## config.mk

```make
export PLATFORM = sky130hd
export DESIGN_NAME = alu_ctrl_seq
export DESIGN_NICKNAME = d
export VERILOG_FILES = /design/src/rtl/alu_ctrl_seq.sv
export SDC_FILE = /design/constraint.sdc
export NUM_CORES = 1
export LEC_CHECK = 0
export ABC_CLOCK_PERIOD_IN_PS = 7900
export CAP_MARGIN = 15
export CORE_MARGIN = 2
export CORE_UTILIZATION = 59
export CTS_CLUSTER_SIZE = 40
export DETAILED_ROUTE_END_ITERATION = 10
export HOLD_SLACK_MARGIN = 0.1
export PLACE_DENSITY = 0.86
export SYNTH_ARGS = -nofsm -noshare
export SYNTH_HDL_FRONTEND = slang
export SYNTH_SLANG_ARGS = --single-unit
```

## constraint.sdc

```tcl
create_clock -name clk_i -period 7.9 [get_ports clk_i]
set_input_delay 1.58 -clock clk_i [delete_from_list [all_inputs] [get_ports clk_i]]
set_output_delay 1.58 -clock clk_i [all_outputs]
set_load 0.02 [all_outputs]
```

## src/rtl/alu_ctrl_seq.sv

```systemverilog
// alu_ctrl_seq: registered ALU control decode with an iterative shift-add MUL unit.
// Optional ALU_CTRL_MULHI_EN exposes the upper product half on mul_hi_o.
`default_nettype none

module alu_ctrl_seq #(
  parameter int DATA_W  = 32,
  parameter int FUNCT_W = 6,
  parameter int ALUOP_W = 2
) (
  input  logic               clk_i,
  input  logic               rst_i,
  input  logic               flush_i,
  input  logic               valid_i,
  output logic               ready_o,
  input  logic [FUNCT_W-1:0] funct_i,
  input  logic [ALUOP_W-1:0] ALUOp_i,
  input  logic [DATA_W-1:0]  data1_i,
  input  logic [DATA_W-1:0]  data2_i,
  output logic               valid_o,
  output logic [3:0]         ALUCtrl_o,
  output logic [DATA_W-1:0]  mul_result_o
`ifdef ALU_CTRL_MULHI_EN
  ,
  output logic [DATA_W-1:0]  mul_hi_o
`endif
);

`ifdef ALU_CTRL_MULHI_EN
  localparam int ACC_W = 2 * DATA_W;
`else
  localparam int ACC_W = DATA_W;
`endif
  localparam int CNT_W = $clog2(DATA_W);

  localparam logic [FUNCT_W-1:0] F_ADD = FUNCT_W'(6'b100000);
  localparam logic [FUNCT_W-1:0] F_SUB = FUNCT_W'(6'b100010);
  localparam logic [FUNCT_W-1:0] F_MUL = FUNCT_W'(6'b011000);
  localparam logic [FUNCT_W-1:0] F_AND = FUNCT_W'(6'b100100);
  localparam logic [FUNCT_W-1:0] F_OR  = FUNCT_W'(6'b100101);
  localparam logic [FUNCT_W-1:0] F_XOR = FUNCT_W'(6'b100110);
  localparam logic [FUNCT_W-1:0] F_NOR = FUNCT_W'(6'b100111);
  localparam logic [FUNCT_W-1:0] F_SLT = FUNCT_W'(6'b101010);

  localparam logic [ALUOP_W-1:0] OP_RTYPE = ALUOP_W'(2'b00);
  localparam logic [ALUOP_W-1:0] OP_OR    = ALUOP_W'(2'b01);
  localparam logic [ALUOP_W-1:0] OP_ADD   = ALUOP_W'(2'b10);

  typedef enum logic [1:0] {
    S_IDLE = 2'd0,
    S_MUL  = 2'd1,
    S_DONE = 2'd2
  } state_t;

  state_t             state, next_state;
  logic [ACC_W-1:0]   acc;
  logic [ACC_W-1:0]   mcand;
  logic [DATA_W-1:0]  mplier;
  logic [CNT_W-1:0]   cnt;
  logic [3:0]         code;
  logic               is_mul;
  logic               accept;

  assign ready_o = (state == S_IDLE);
  assign accept  = valid_i & ready_o & ~flush_i;
  assign is_mul  = (ALUOp_i == OP_RTYPE) && (funct_i == F_MUL);

  always_comb begin
    code = 4'b0100;
    if (ALUOp_i == OP_RTYPE) begin
      case (funct_i)
        F_ADD:   code = 4'b0010;
        F_SUB:   code = 4'b0110;
        F_MUL:   code = 4'b0111;
        F_AND:   code = 4'b0000;
        F_OR:    code = 4'b0001;
        F_XOR:   code = 4'b0011;
        F_NOR:   code = 4'b1100;
        F_SLT:   code = 4'b1000;
        default: code = 4'b0100;
      endcase
    end else if (ALUOp_i == OP_OR) begin
      code = 4'b0001;
    end else if (ALUOp_i == OP_ADD) begin
      code = 4'b0010;
    end else begin
      code = 4'b0110;
    end
  end

  always_comb begin
    next_state = state;
    case (state)
      S_IDLE:  if (accept && is_mul) next_state = S_MUL;
      S_MUL:   if (cnt == '0) next_state = S_DONE;
      S_DONE:  next_state = S_IDLE;
      default: next_state = S_IDLE;
    endcase
    if (flush_i) next_state = S_IDLE;
  end

  always_ff @(posedge clk_i or negedge rst_i) begin
    if (!rst_i) state <= S_IDLE;
    else        state <= next_state;
  end

  always_ff @(posedge clk_i or negedge rst_i) begin
    if (!rst_i) begin
      valid_o      <= 1'b0;
      ALUCtrl_o    <= 4'b0100;
      mul_result_o <= '0;
`ifdef ALU_CTRL_MULHI_EN
      mul_hi_o     <= '0;
`endif
      acc          <= '0;
      mcand        <= '0;
      mplier       <= '0;
      cnt          <= '0;
    end else begin
      valid_o <= 1'b0;
      if (flush_i) begin
        cnt <= '0;
      end else begin
        case (state)
          S_IDLE: begin
            if (accept) begin
              if (is_mul) begin
                mcand  <= ACC_W'(data1_i);
                mplier <= data2_i;
                acc    <= '0;
                cnt    <= CNT_W'(DATA_W - 1);
              end else begin
                ALUCtrl_o <= code;
                valid_o   <= 1'b1;
              end
            end
          end
          S_MUL: begin
            // Fixed DATA_W iterations, even for zero operands, keeps latency constant.
            if (mplier[0]) acc <= acc + mcand;
            mcand  <= mcand << 1;
            mplier <= mplier >> 1;
            if (cnt != '0) cnt <= cnt - 1'b1;
          end
          S_DONE: begin
            mul_result_o <= acc[DATA_W-1:0];
`ifdef ALU_CTRL_MULHI_EN
            mul_hi_o     <= acc[ACC_W-1:DATA_W];
`endif
            ALUCtrl_o    <= 4'b0111;
            valid_o      <= 1'b1;
          end
          default: ;
        endcase
      end
    end
  end

endmodule

`default_nettype wire

```

==> metrics.txt, run 1 <==
Vias/cell 5.88; FF-to-FF Start mcand[0]; initial drt markers 557; Stages on worst setup path 9; Slew HR between 20% and 30%; Peak Freq 229 MHz; Ports 114; slowest stage cell, crit path buf_4; RSZ-0062 raised after global routing no; Synth Warn # 0; Final Core Density 73.8%; Site Rows 42; Min-Delay Path Class reg -> reg; final wirelength 18100 um; Initial Util around three fifths; net count of the finished layout 1056; drt wl/cell 16.0 um; post-synthesis cell area 0.00783 sq mm; worst setup margin 3520 ps; run status finished clean; largest fanout on the critical path 90; Clock Latency Late Sink between 400 and 500 ps; R2R cell count 11; Layout fillers 942; CTS Hold Bufs 0; drt first pass iters 5; layout cell share with drive strength beyond 1 9.94%; Clock Path Buffers 2; pin count of the biggest net entering global routing 91; drt drc 0; Root Buffer clkbuf_16; cell family with most CP delay buffers and inverters; worst hold start mul_result_o[25]; core area approximately 0.013 sq mm; CTS tree done; crit-path cells clkdlybuf4s50_1, nand4bb_1, nor4b_2, a21oi_1, nor3_2, buf_4, buf_4, nor2_1, a31oi_1; maxcap violations 0; CP arrival 4710 ps; Die W 119 um; maximum VDD drop about 0.17 mV; r2r setup slk 4890 ps; Setup Fix Bufs, Post-CTS 0; EDFF count, synth 0; final max-slew violation count 0; final hold violations 0; Syn Area/Cell between 9 and 10 sq um; vias in the first global route 6304; worst hold path cell count 1; post-synth cell types 72; IO buf count between 100 and 150; Setup crit start kind input port; initial antenna violation count 0; gpl congestion between 0.8 and 0.9; chip height 119 um; number of H-tree levels 4; Num CTS Buffers 17; setup TNS 0 ps; area delta synth->final 23.5%; commonest non-fill, non-tap cell in the layout nand2_1; post_cts resized 0; Synth Register Bits 140; Worst R2R End acc[26]; Leakage 4.48 nW; Syn Nets between 900 and 1k; min Tclk post-route 4380 ps; design area roughly 0.0097 sq mm; Tcrit/Tclk final around 55%; final setup fails 0; CP Class in -> reg; largest stage delay on the critical path 700 ps; crit end category flip-flop; hpwl dp 11700 um; die footprint 0.0142 sq mm; Place WS between 3000 and 4000 ps; Seq/Total Area, Yosys approximately 45%; Power Density 185 mW/mm^2; global-route wire length before repair 30600 um; asr flop ratio synth 100%; worst slew pin tran 1080 ps; ANT cells 0; Final ANT Viol Nets 0; Synth Instances 856; most frequent cells in the layout nand2_1 (171), dfrtp_1 (139), clkdlybuf4s50_1 (112); Worst Path Buf+Inv 3; Synth Flop Type dfrtp_1; most numerous cell on the critical path buf_4; placed cell area slightly above 0.009 sq mm; Worst-path clk slew about 60 ps; worst path required time 8230 ps; vias 6658; grt ovf 0; Total Routing Usage GR 26.8%; Clock Skew 11.2 ps; hold path endpoint mul_result_o[25]; total clock sinks 140
## sequential cells by signal, summed over array words and instances, names as in the netlist
| signal | cells |
|---|---|
| valid_o | 1 |
| acc | 32 |
| state | 2 |
| cnt | 5 |
| ALUCtrl_o | 4 |
| mplier | 32 |
| mcand | 32 |
| mul_result_o | 32 |
## cells in the mapped netlist (3+ instances only)
master / count / area (sq um)
a211oi_1: 8 / 60.1
a21o_1: 14 / 105
a21oi_1: 33 / 165
a221o_1: 4 / 40.0
a31oi_1: 66 / 413
and3_1: 5 / 31.3
buf_2: 12 / 60.1
buf_4: 3 / 22.5
clkbuf_1: 35 / 131
dfrtp_1: 139 / 3480
ha_1: 35 / 438
inv_1: 21 / 78.8
mux2_2: 32 / 360
mux2i_1: 3 / 30.0
nand2_1: 171 / 642
nand2b_1: 7 / 43.8
nand3_1: 13 / 65.1
nand4_1: 6 / 37.5
nand4b_1: 3 / 26.3
nor2_1: 89 / 334
nor2b_1: 7 / 43.8
nor3_1: 5 / 25.0
nor3b_1: 5 / 37.5
nor4b_1: 3 / 26.3
o2111a_1: 3 / 33.8
o211ai_1: 4 / 30.0
o21a_1: 3 / 22.5
o21ai_0: 42 / 210
o21ai_2: 3 / 26.3
o21bai_1: 6 / 45.0
o31ai_1: 5 / 37.5
or3_1: 3 / 18.8
or4_1: 3 / 22.5
xnor2_1: 7 / 61.3
xor2_1: 11 / 96.3
## through the flow
| step | std cells | power (mW) | hold WS [ps] |
|---|---|---|---|
| 4_1_cts | 1132 | 1.79 | 507 |
| 3_5_place_dp | 1101 | 0.966 | 495 |
| 6_report | 1132 | 1.79 | 502 |
| 2_1_floorplan | 856 | 0.886 | 466 |
| 5_1_grt | 1132 | 1.85 | 518 |
| 3_3_place_gp | 1101 | 0.961 | 489 |
## power by group
part           switching (mW)  internal (mW)  total (mW)
clock network           0.295          0.536       0.831
logic                  0.0892         0.0861       0.175
registers              0.0278          0.755       0.783
total                   0.412           1.38        1.79
## how the worst max path moves through the flow
stage / startpoint / to / slack (ps)
2_1_floorplan: ALUOp_i[1] / mcand[10] / 4690
3_3_place_gp: funct_i[2] / mcand[0] / 3330
3_5_place_dp: funct_i[2] / mplier[22] / 3210
4_1_cts: funct_i[2] / mcand[11] / 3580
5_1_grt: ALUOp_i[0] / mcand[11] / 3290
6_report: funct_i[2] / mcand[11] / 3520
## logic make-up after synthesis
| kind of cell | after synthesis | synth area share [%] |
|---|---|---|
| AND/OR/NAND/NOR | 336 | 19.3 |
| AO/OA/AOI/OAI | 218 | 19.3 |
| flip-flops | 140 | 44.8 |
| buffers and inverters | 73 | 3.84 |
| adder cells (fa/ha/maj) | 36 | 5.85 |
| multiplexers | 35 | 4.99 |
| XOR/XNOR | 18 | 2.01 |
## routing by layer
metal	share of wire, %	vias up	global-route usage [%]
li1	-	3215	-
met1	44	3213	35.9
met2	49	194	43.4
met3	5.0	36	5.80
met4	1.9	0	9.00
met5	0	-	0
## layout make-up
| type | instances | area, sq um | share of cell area, % |
|---|---|---|---|
| Multi-Input combinational cell | 643 | 4050 | 41.9 |
| Sequential cell | 140 | 3500 | 36.3 |
| Timing Repair Buffer | 121 | 1190 | 12.3 |
| Clock buffer | 25 | 505 | 5.23 |
| Tap cell | 176 | 220 | 2.28 |
| Clock inverter | 6 | 108 | 1.11 |
| Inverter | 21 | 78.8 | 0.816 |
Note: power is estimated with default switching activity, not from simulation.
==> run 2: changes to the inputs <==
ABC_CLOCK_PERIOD_IN_PS = 3730   (was 7900)
CORE_UTILIZATION = 50   (was 59)
PLACE_DENSITY = 0.77   (was 0.86)
clock period = 3.73 ns   (was 7.9 ns; I/O delays follow)
==> metrics.txt, run 2 (synthesized netlist as in run 1, its figures left out) <==
layout cell share with drive strength beyond 1 11.0% (+1.1 points); drt drc 0 (unchanged); grt ovf 0 (unchanged); Clock Path Buffers 2 (unchanged); Power Density 380 mW/mm^2 (+110%); CP arrival 3300 ps (-1410 ps); FF-to-FF Start acc[7]; gpl congestion 0.894 (-0.59%); Worst R2R End acc[30]; post_cts resized 0 (unchanged); total clock sinks 140 (unchanged); r2r setup slk 750 ps (-4140 ps); run status finished clean; most frequent cells in the layout nand2_1 (171), dfrtp_1 (139), clkdlybuf4s50_1 (112); Ports 114 (unchanged); Clk pwr share 45.4% (-1.0 points); IO buf count 113 (unchanged); Leakage 4.50 nW (+0.53%); CP Class reg -> reg; largest stage delay on the critical path 530 ps (-170 ps); crit end category flip-flop; Num CTS Buffers 17 (unchanged); Worst-path clk slew 60 ps (about the same); CTS tree done; RSZ-0062 raised after global routing no; worst slew pin tran 810 ps (-267 ps); P_int 2.78 mW (+100%); vias in the first global route 6243 (-0.97%); global-route wire length before repair 30400 um (-0.81%); Total Routing Usage GR 22.9% (-3.9 points); combinational share of power 10.0% (+0.2 points); final setup fails 0 (unchanged); drt first pass iters 6 (+1); Final ANT Viol Nets 0 (unchanged); worst path required time 4050 ps (-4180 ps); area delta synth->final 24.7%; crit-path cells ha_1, a21o_1, o32ai_2, a211oi_2, o41ai_4, o211ai_2, o31ai_4, o2111ai_1, o311ai_1; initial drt markers 468 (-16%); maxcap violations 0 (unchanged); Peak Freq 336 MHz; slowest stage cell, crit path o41ai_4; net count of the finished layout 1063 (+0.66%); Slew HR 46.0% (+18 points); initial antenna violation count 0 (unchanged); ANT cells 0 (unchanged); Vias/cell 5.51 (-6.3%); Flop pwr share 44.6% (+0.8 points); drt wl/cell 15.2 um (-5.2%); Root Buffer clkbuf_16; design area 0.00976 sq mm (+0.98%); Die W 129 um (+8.3%); chip height 129 um (+8.3%); largest fanout on the critical path 6 (-93%); number of H-tree levels 4 (unchanged); Clock Latency Late Sink 440 ps (about the same); commonest non-fill, non-tap cell in the layout nand2_1; final wirelength 17800 um (-1.6%); Setup Fix Bufs, Post-CTS 0 (unchanged); Setup crit start kind flip-flop; Min-Delay Path Class in -> async; final hold violations 0 (unchanged); core area 0.0153 sq mm (+17%); R2R cell count 9 (-2); hpwl dp 12300 um (+5.8%); min Tclk post-route 2980 ps; Clock Skew 12.0 ps (+0.806 ps); CTS Hold Bufs 0 (unchanged); final max-slew violation count 0 (unchanged); vias 6473 (-2.8%); Sw Pwr 929 uW (+130%); die footprint 0.0167 sq mm (+17%); sw frac 25.1% (+2.0 points); placed cell area 0.00917 sq mm (+1.3%); pin count of the biggest net entering global routing 123 (+35%); maximum VDD drop 0.354 mV (+110%); Tcrit/Tclk final 79.9%; setup TNS 0 ps (unchanged); Initial Util 51.3% (-8.5 points); Site Rows 45 (+7.1%)
## run 2: per-stage QoR
| stage | hold WS, ps | std cells | worst slack (ps) | power (mW) | utilization [%] |
|---|---|---|---|---|---|
| global placement | 487 | 1143 | 556 | 2.04 | 60.1 |
| global route | 472 | 1175 | 505 | 3.86 | 63.9 |
| CTS | 428 | 1175 | 725 | 3.73 | 63.9 |
| detailed placement | 495 | 1143 | 449 | 2.05 | 60.1 |
| finish | 400 | 1175 | 750 | 3.71 | 63.9 |
| floorplan | 450 | 856 | 1110 | 1.88 | - |
## run 2: worst max-delay path by stage
stage	from	endpoint
6_report	acc[7]	acc[30]
4_1_cts	mcand[0]	acc[26]
5_1_grt	mcand[0]	acc[30]
2_1_floorplan	mcand[0]	acc[26]
3_3_place_gp	funct_i[2]	mplier[10]
3_5_place_dp	funct_i[2]	mcand[5]
## run 2: layout make-up
| type | instances | area [sq um] |
|---|---|---|
| fillers | 1210 | 5500 |
| multi-input cells | 643 | 4050 |
| flip-flops and latches | 140 | 3500 |
| repair buffers | 128 | 1270 |
| clock buffers | 21 | 480 |
| well taps | 211 | 264 |
| clock inverters | 11 | 106 |
| inverters | 21 | 78.8 |
## run 2: routing by layer
layer	global-route usage, %	vias to the layer above	wire [um]
met5	0	-	0
met4	7.61	0	347
met3	5.20	29	752
met2	36.6	130	8410
met1	30.9	3083	8320
li1	-	3231	-
## run 2: power groups by stage
stage / Sequential, mW / Clock (mW) / Combinational (mW)
2_1_floorplan: 1.67 / 0 / 0.204
3_3_place_gp: 1.68 / 0 / 0.362
3_5_place_dp: 1.68 / 0 / 0.371
4_1_cts: 1.65 / 1.71 / 0.373
5_1_grt: 1.67 / 1.78 / 0.419
6_report: 1.65 / 1.68 / 0.370
## run 2: critical path: cells and delay by family, from the launching register on
kind	cells	cell delay (ps)
AO/OA/AOI/OAI	8	2020
adder cells (fa/ha/maj)	1	410
flip-flops	1	430
==> run 3: changes to the inputs <==
ABC_CLOCK_PERIOD_IN_PS = 2390   (was 3730)
clock period = 2.39 ns   (was 3.73 ns; I/O delays follow)
==> metrics.txt, run 3 (synthesized netlist as in run 1, its figures left out) <==
worst path required time 2750 ps (-1300 ps); final max-slew violation count 0 (unchanged); Clock Latency Late Sink 420 ps (-20 ps); worst slew pin tran 732 ps (-78.3 ps); slowest stage cell, crit path or4_1; commonest non-fill, non-tap cell in the layout nand2_1; multi-input logic area 0.00443 sq mm (+9.4%); Slew HR 51.2% (+5.2 points); CP arrival 3020 ps (-280 ps); initial antenna violation count 0 (unchanged); number of H-tree levels 4 (unchanged); most frequent cells in the layout nand2_1 (169), dfrtp_1 (139), buf_4 (136); run status finished, violations left; initial drt markers 645 (+38%); Clock Skew 5.81 ps (-6.21 ps); Initial Util 51.3% (unchanged); Root Buffer clkbuf_16; CP Class reg -> reg; maximum VDD drop 0.488 mV (+38%); drt wl/cell 16.1 um (+5.9%); die footprint 0.0167 sq mm (unchanged); drt first pass iters 5 (-1); net count of the finished layout 1192 (+12%); Layout fillers 1086 (-10%); final hold violations 0 (unchanged); gpl congestion 0.917 (+2.6%); Ports 114 (unchanged); Final ANT Viol Nets 0 (unchanged); CTS tree done; IO buf count 113 (unchanged); final wirelength 21000 um (+18%); Worst-path clk slew 60 ps (about the same); Min-Delay Path Class reg -> reg; failing checks negative setup slack; Total Routing Usage GR 25.7% (+2.8 points); min Tclk post-route 2660 ps (-322 ps); vias 7235 (+12%); largest stage delay on the critical path 470 ps (-60 ps); drt drc 0 (unchanged); Setup crit start kind flip-flop; placed insts 1253 (+9.6%); worst setup margin -269 ps (-1020 ps); fin cells 1304 (+11%); grt ovf 0 (unchanged); Peak Freq 376 MHz (+12%); hpwl dp 14100 um (+14%); most numerous cell on the critical path o31ai_4; vias in the first global route 7070 (+13%); Leakage 5.16 nW (+15%); largest fanout on the critical path 5 (-1); Clock Path Buffers 2 (unchanged); RSZ-0062 raised after global routing yes; maxcap violations 0 (unchanged); global-route wire length before repair 34000 um (+12%); core area 0.0153 sq mm (unchanged); crit-path cells ha_2, inv_2, fa_2, nor2b_4, o31ai_4, a211oi_4, o41ai_4, o211ai_2, o31ai_4, or4_1, nand3_1; chip height 129 um (unchanged); total clock sinks 140 (unchanged); FF+latch area 0.00350 sq mm (unchanged); area delta synth->final 42.4%; Vias/cell 5.55 (+0.71%); Power Density 538 mW/mm^2 (+42%); crit end category flip-flop; Num CTS Buffers 17 (unchanged); ANT cells 0 (unchanged); Place WS -195 ps (-644 ps); worst hold path cell count 1; layout cell share with drive strength beyond 1 25.7% (+15 points); pin count of the biggest net entering global routing 71 (-42%); Die W 129 um (unchanged); Site Rows 45 (unchanged); Tcrit/Tclk final 111% (+31 points); R2R cell count 11 (+2); final setup fails 17 (+17)
run 3: area by class of cell:
cell class	count	area share [%]
timing repair buffer	257	20.4
sequential	140	31.5
clock buffer	17	3.82
multi-input combinational	643	39.8
tap	211	2.37
inverter	21	0.708
clock inverter	15	1.44
run 3: path summary, 6_finish.rpt:
check                      slack [ps]              from                to
setup / recovery                 -270            acc[0]           acc[26]
min in group asynchronous         590             rst_i  mul_result_o[18]
hold / removal                    500  mul_result_o[20]  mul_result_o[20]
hold reg to reg                   500  mul_result_o[20]  mul_result_o[20]
setup reg to reg                 -270            acc[0]           acc[26]
max in group asynchronous        1160             rst_i            acc[9]
run 3: worst max-delay path, delay by kind of cell, from the launching register on:
kind                     cells  cell delay, ps
adder cells (fa/ha/maj)      2             590
AO/OA/AOI/OAI                5             870
buffers and inverters        1              40
AND/OR/NAND/NOR              3             710
flip-flops                   1             370
run 3: power breakdown:
group	switching, mW	internal, mW
Combinational	0.350	0.411
Sequential	0.0952	2.49
Clock	1.10	1.55
run 3: per-layer routing:
metal / up-vias / wire length (um) / global-route usage (%) / share of wire [%]
li1: 3492 / - / - / -
met1: 3487 / 9230 / 33.1 / 44
met2: 209 / 10300 / 42.9 / 49
met3: 47 / 907 / 5.16 / 4.3
met4: 0 / 506 / 9.53 / 2.4
met5: - / 0 / 0 / 0
run 3: timing repair:
item / in CTS / in global routing
hold buffers: 1 / 0
endpoints found under the setup margin: 17 / 18
gates cloned: 0 / 0
gates resized for setup: 35 / 40
pin swaps: 25 / 46
setup buffers: 12 / 9
endpoints found under the hold margin: 54 / 0
run 3: metrics by stage:
step | util (%) | hold WS [ps] | power, mW | instance area (sq um) | TNS (ps)
6_report | 73.0 | 503 | 6.00 | 11100 | -2660
5_1_grt | 73.0 | 510 | 6.25 | 11100 | -4230
4_1_cts | 71.7 | 508 | 6.01 | 10900 | -939
3_5_place_dp | 65.9 | 475 | 3.32 | 10100 | -11170
3_3_place_gp | 65.9 | 471 | 3.29 | 10100 | -7870
2_1_floorplan | - | 182 | 2.93 | 7870 | -215
